File: src/rtl/cursor_overlay.sv
// Hardware cursor overlay: blends a 16x16 one-bit cursor with optional blink
// onto the CLUT pixel stream, with a fixed one-cycle latency on RGB and syncs.
module cursor_overlay #(
    parameter int CURSOR_SIZE = 16,
    parameter int BLINK_UNIT  = 4
) (
    input  logic        clk,
    input  logic        reset_n,
    input  logic [6:0]  register_adr,
    input  logic [23:0] register_data,
    input  logic        register_write,
    input  logic [8:0]  video_x,
    input  logic [8:0]  video_y,
    input  logic        hsync_in,
    input  logic        vsync_in,
    input  logic [7:0]  r_in,
    input  logic [7:0]  g_in,
    input  logic [7:0]  b_in,
    output logic [7:0]  r,
    output logic [7:0]  g,
    output logic [7:0]  b,
    output logic        hsync,
    output logic        vsync
);

    localparam int                IDX_W  = $clog2(CURSOR_SIZE);
    localparam logic [9:0]        SIZE10 = 10'(CURSOR_SIZE);
    localparam logic [IDX_W-1:0]  LAST   = IDX_W'(CURSOR_SIZE - 1);
    localparam logic [5:0]        UNIT6  = 6'(BLINK_UNIT);

    typedef enum logic {ST_ON, ST_OFF} blink_t;

    logic [CURSOR_SIZE-1:0] r_pattern [CURSOR_SIZE];
    logic [9:0]             r_cur_x, r_cur_y;
    logic                   r_enable, r_blink_type;
    logic [2:0]             r_on_period, r_off_period;
    logic [3:0]             r_colour;
    blink_t                 r_state, w_state_nx;
    logic [5:0]             r_cnt, w_cnt_nx;
    logic                   r_vsync_q;

    logic                   w_ctrl_wr, w_tick;
    logic [9:0]             w_dx, w_dy;
    logic                   w_inside, w_bit, w_hit;
    logic [CURSOR_SIZE-1:0] w_row;
    logic [5:0]             w_limit, w_cnt_inc;

    function automatic logic [7:0] cursor_chan(input logic on, input logic inten);
        return on ? (inten ? 8'hFF : 8'h80) : 8'h00;
    endfunction

    assign w_ctrl_wr = register_write && (register_adr == 7'h4e);

    always_ff @(posedge clk or negedge reset_n) begin
        if (!reset_n) begin
            for (int i = 0; i < CURSOR_SIZE; i++) r_pattern[i] <= '0;
            r_cur_x      <= '0;
            r_cur_y      <= '0;
            r_enable     <= 1'b0;
            r_blink_type <= 1'b0;
            r_on_period  <= '0;
            r_off_period <= '0;
            r_colour     <= '0;
        end else if (register_write) begin
            case (register_adr)
                7'h4d: begin
                    r_cur_x <= register_data[9:0];
                    r_cur_y <= register_data[21:12];
                end
                7'h4e: begin
                    r_enable     <= register_data[23];
                    r_blink_type <= register_data[22];
                    r_on_period  <= register_data[21:19];
                    r_off_period <= register_data[18:16];
                    r_colour     <= register_data[3:0];
                end
                7'h4f: r_pattern[register_data[16 +: IDX_W]] <= register_data[CURSOR_SIZE-1:0];
                default: ;
            endcase
        end
    end

    // Unsigned wrap turns pixels left of / above the cursor into large offsets.
    assign w_dx     = {1'b0, video_x} - r_cur_x;
    assign w_dy     = {1'b0, video_y} - r_cur_y;
    assign w_inside = (w_dx < SIZE10) && (w_dy < SIZE10);
    assign w_row    = r_pattern[w_dy[IDX_W-1:0]];
    assign w_bit    = w_row[LAST - w_dx[IDX_W-1:0]];
    assign w_hit    = r_enable && w_inside && w_bit;

    assign w_tick    = vsync_in && !r_vsync_q;
    assign w_cnt_inc = r_cnt + 6'd1;
    assign w_limit   = (r_state == ST_ON) ? (6'(r_on_period) * UNIT6)
                                          : (6'(r_off_period) * UNIT6);

    always_ff @(posedge clk or negedge reset_n) begin
        if (!reset_n) begin
            r_state   <= ST_ON;
            r_cnt     <= '0;
            r_vsync_q <= 1'b0;
        end else begin
            r_state   <= w_state_nx;
            r_cnt     <= w_cnt_nx;
            r_vsync_q <= vsync_in;
        end
    end

    always_comb begin
        w_state_nx = r_state;
        w_cnt_nx   = r_cnt;
        if (w_ctrl_wr || r_on_period == 3'd0 || r_off_period == 3'd0) begin
            w_state_nx = ST_ON;
            w_cnt_nx   = '0;
        end else if (w_tick) begin
            if (w_cnt_inc == w_limit) begin
                w_state_nx = (r_state == ST_ON) ? ST_OFF : ST_ON;
                w_cnt_nx   = '0;
            end else begin
                w_cnt_nx   = w_cnt_inc;
            end
        end
    end

    always_ff @(posedge clk or negedge reset_n) begin
        if (!reset_n) begin
            r     <= '0;
            g     <= '0;
            b     <= '0;
            hsync <= 1'b0;
            vsync <= 1'b0;
        end else begin
            hsync <= hsync_in;
            vsync <= vsync_in;
            if (w_hit && r_state == ST_ON) begin
                r <= cursor_chan(r_colour[3], r_colour[0]);
                g <= cursor_chan(r_colour[2], r_colour[0]);
                b <= cursor_chan(r_colour[1], r_colour[0]);
            end else if (w_hit && r_blink_type) begin
                r <= ~r_in;
                g <= ~g_in;
                b <= ~b_in;
            end else begin
                r <= r_in;
                g <= g_in;
                b <= b_in;
            end
        end
    end

endmodule

File: config.mk
export PLATFORM = sky130hd
export DESIGN_NAME = cursor_overlay
export DESIGN_NICKNAME = d
export VERILOG_FILES = /design/src/rtl/cursor_overlay.sv
export SDC_FILE = /design/constraint.sdc
export NUM_CORES = 1
export LEC_CHECK = 0
export ABC_CLOCK_PERIOD_IN_PS = 5200
export CORE_ASPECT_RATIO = 1.25
export CORE_UTILIZATION = 57
export CTS_CLUSTER_DIAMETER = 200
export DETAILED_ROUTE_END_ITERATION = 7
export PLACE_DENSITY = 0.83
export REMOVE_ABC_BUFFERS = 1
export SLEW_MARGIN = 30
export SYNTH_ARGS = -nofsm -noshare
export SYNTH_HDL_FRONTEND = slang
export SYNTH_SLANG_ARGS = --single-unit
File: constraint.sdc
create_clock -name clk -period 5.2 [get_ports clk]
set_input_delay 0.52 -clock clk [delete_from_list [all_inputs] [get_ports clk]]
set_output_delay 0.52 -clock clk [all_outputs]
set_load 0.01 [all_outputs]
==> impl_metrics.tcl <==
set metrics [dict create \
    status "finished clean" \
    synth-edff-count 0 \
    min_path_type "primary input to flop" \
    nets 1345 \
    cp_data_required_time_ps 5650 \
    numCtsBuffers 30 \
    antenna_found_initial 0 \
    fillers 1775 \
    seq_area_frac_synth 0.515 \
    synth_top_flop_cell "dfrtp_1" \
    syn_to_final_growth_pct 17.7 \
    cp-end-kind "flop" \
    coreArea_um2 26800 \
    io_pins 104 \
    fin_area_um2 18400 \
    clk_latency_ps 570 \
    grt_start_max_net_pins 95 \
    tritoncts "yes" \
    viasPerCell 6.21 \
    cellPowerDensity_nw_per_um2 315 \
    routabilityCongestion 0.849 \
    synth_seq_cells 321 \
    yosysUniqueCellTypes 59 \
    rsz0062_at_grt "no" \
    syn_area_um2 15600 \
    drive_above_1_share 0.366 \
    timing.fmax_mhz 221 \
    hold_viol_final 0 \
    r2r_cells 14 \
    synth_warnings 0 \
    cts.sinks 321 \
    dr.first_iter.drc_count 577 \
    reg2reg_slack_ps 730 \
    cts_resized 0 \
    die_x_um 150 \
    grt_pass1_vias 10700 \
    die_y_um 187 \
    wl_per_cell_um 23.1 \
    finalSetupViolCount 0 \
    place_inst 1557 \
    grt.overflow.total 0 \
    min_period_ps 4520 \
    start_util 0.582 \
    vias 10000 \
    antennaDiodeCount 0 \
    placed_area_um2 17300 \
    worst_hold_startpoint "hsync_in" \
    wirelength_um 37300 \
    worstReg2RegEnd "r[5]$_DFF_PN0_" \
    worst_hold_slack_ps 402 \
    rows 67 \
    period_share 0.868 \
    clk_path_buf_depth 3 \
    synth.avg_cell_area_um2 13.8 \
    fin_total_pwr_uw 5780 \
    drtAntennaViolNets 0 \
    leakage_uw 0.00871 \
    dp_hpwl_um 24100 \
    grt_first_pass_wirelength_um 59200 \
    fp.dieArea_um2 28000 \
    slew_viol_final 0 \
    clk_pin_slew_ps 60 \
    cts-root-buf "clkbuf_16" \
    skew_ps 20.0 \
    critPathKind "primary input to flop" \
    drt_first_pass_iters 5 \
    slew_headroom 0.480 \
    drv_cap 0 \
    tightest_slew_ps 778 \
    cp.arrival_ps 4970 \
    drcViolationCount 0 \
    final_cells 1614 \
    whs_endpoint "hsync$_DFF_PN0_" \
    async_flop_share 1.00 \
    synth_cells 1134 \
    portBuffers 103 \
    start_kind "primary input" \
    hold_depth 1 \
    utilization 0.685 \
    cp_max_fo 20 \
    r2r_start "r_cur_y[0]$_DFFE_PN0P_" \
    ctsHtreeMaxLevel 1 \
    ir_worst_vdd_mv 0.200 \
    groute.usage.overall 0.277 \
]
[cell families after synthesis]
logic type | count (synthesis) | synth area share
mux | 383 | 0.326
simple gates | 182 | 0.0549
buf+inv | 105 | 0.0295
compound gates | 101 | 0.0449
fa+ha+maj | 22 | 0.0186
xor+xnor | 20 | 0.0112
flops | 321 | 0.515
[state kept, by name, summed over array words and instances, names as in the netlist, 3 cells and up]
signal,cells
r_pattern,256
r_cur_x,10
r_cur_y,10
b,8
g,8
r,8
r_cnt,6
r_colour,4
r_off_period,3
r_on_period,3
[cell usage after synthesis (6+ instances only)]
| cell | count | share of area |
|---|---|---|
| a211o_1 | 21 | 0.012 |
| mux2i_1 | 20 | 0.013 |
| inv_1 | 33 | 0.0079 |
| ha_1 | 20 | 0.016 |
| dfrtp_1 | 321 | 0.51 |
| buf_6 | 6 | 0.0043 |
| xor2_1 | 13 | 0.0073 |
| clkbuf_1 | 50 | 0.012 |
| mux2_2 | 272 | 0.20 |
| buf_2 | 11 | 0.0035 |
| nand2b_1 | 6 | 0.0024 |
| nor2_1 | 51 | 0.012 |
| mux4_2 | 71 | 0.10 |
| nand3_1 | 11 | 0.0035 |
| xnor2_1 | 7 | 0.0039 |
| nand2_1 | 62 | 0.015 |
| nor3_1 | 14 | 0.0045 |
| mux2_1 | 20 | 0.014 |
| a21oi_1 | 9 | 0.0029 |
| or3_1 | 7 | 0.0028 |
| o21ai_0 | 35 | 0.011 |
[metal layers]
metal  routed length, um  GRT usage  vias up
met5                   0          0        -
met4                1400      0.113        0
met3                1920     0.0346      103
met2               19300      0.483      320
met1               14600      0.349     5203
li1                    -          -     4392
[cell usage in the layout (no fill, tap or decap), drive strengths merged, types with 4 or more instances in the layout]
cell type      synthesis  layout
a211o                 21      21
a21oi                  9       9
a32oi                  4       4
buf                   22      48
bufinv                 0       5
clkbuf                50      41
clkdlybuf4s50          0     102
clkinv                 0       6
clkinvlp               0       4
dfrtp                321     321
ha                    20      20
inv                   33      33
mux2                 292     292
mux2i                 20      20
mux4                  71      71
nand2                 62      62
nand2b                 6       6
nand3                 11      11
nand4                  5       5
nor2                  51      51
nor2b                  4       4
nor3                  14      14
nor4                   4       4
o21ai                 35      35
or3                    7       7
xnor2                  7       7
xor2                  13      13
[final cells by class]
cell class              count  area, um2  area share
well taps                 345        432      0.0235
flip-flops and latches    321       8030       0.437
clock buffers              41        852      0.0464
repair buffers            151       1520      0.0827
inverters                  33        124     0.00674
clock inverters            15        221      0.0121
multi-input cells         708       7190       0.391
[how the worst max path moves through the flow]
stage / start / cells after the start / to
2_1_floorplan: video_y[0] / 10 / r[5]$_DFF_PN0_
5_1_grt: video_x[0] / 14 / r[5]$_DFF_PN0_
3_5_place_dp: video_y[0] / 16 / r[5]$_DFF_PN0_
6_report: video_y[0] / 16 / r[5]$_DFF_PN0_
4_1_cts: video_y[0] / 16 / r[5]$_DFF_PN0_
3_3_place_gp: video_y[0] / 13 / r[5]$_DFF_PN0_
[timing repair]
| action | in CTS | in global routing |
|---|---|---|
| hold buffers | 1 | 0 |
| endpoints found under the hold margin | 52 | 0 |
| setup buffers | 0 | 0 |
[per-stage QoR]
step,TNS [ps],setup WS (ps)
final,0,684
after global routing,0,503
after CTS,0,703
after detailed placement,0,115
after global placement,-97.8,-46.6
after floorplan,-41630,-1820
[power by group]
group | leakage [uW] | total [uW] | switching (uW) | internal [uW]
Combinational | 0.00384 | 856 | 470 | 385
Clock | 0.000516 | 2350 | 955 | 1400
Sequential | 0.00435 | 2580 | 26.2 | 2550
[critical path: stages]
cell and delay [ps]:
clkdlybuf4s50_1 450, inv_1 60, ha_4 160, fa_2 570, buf_12 200, buf_4 200
mux4_2 310, mux4_2 510, a41oi_1 260, a32oi_1 150, a2111oi_2 430, nor4b_4 170
buf_4 230, buf_4 180, mux2_1 310, a211o_1 260
Note: power is estimated with default switching activity, not from simulation.
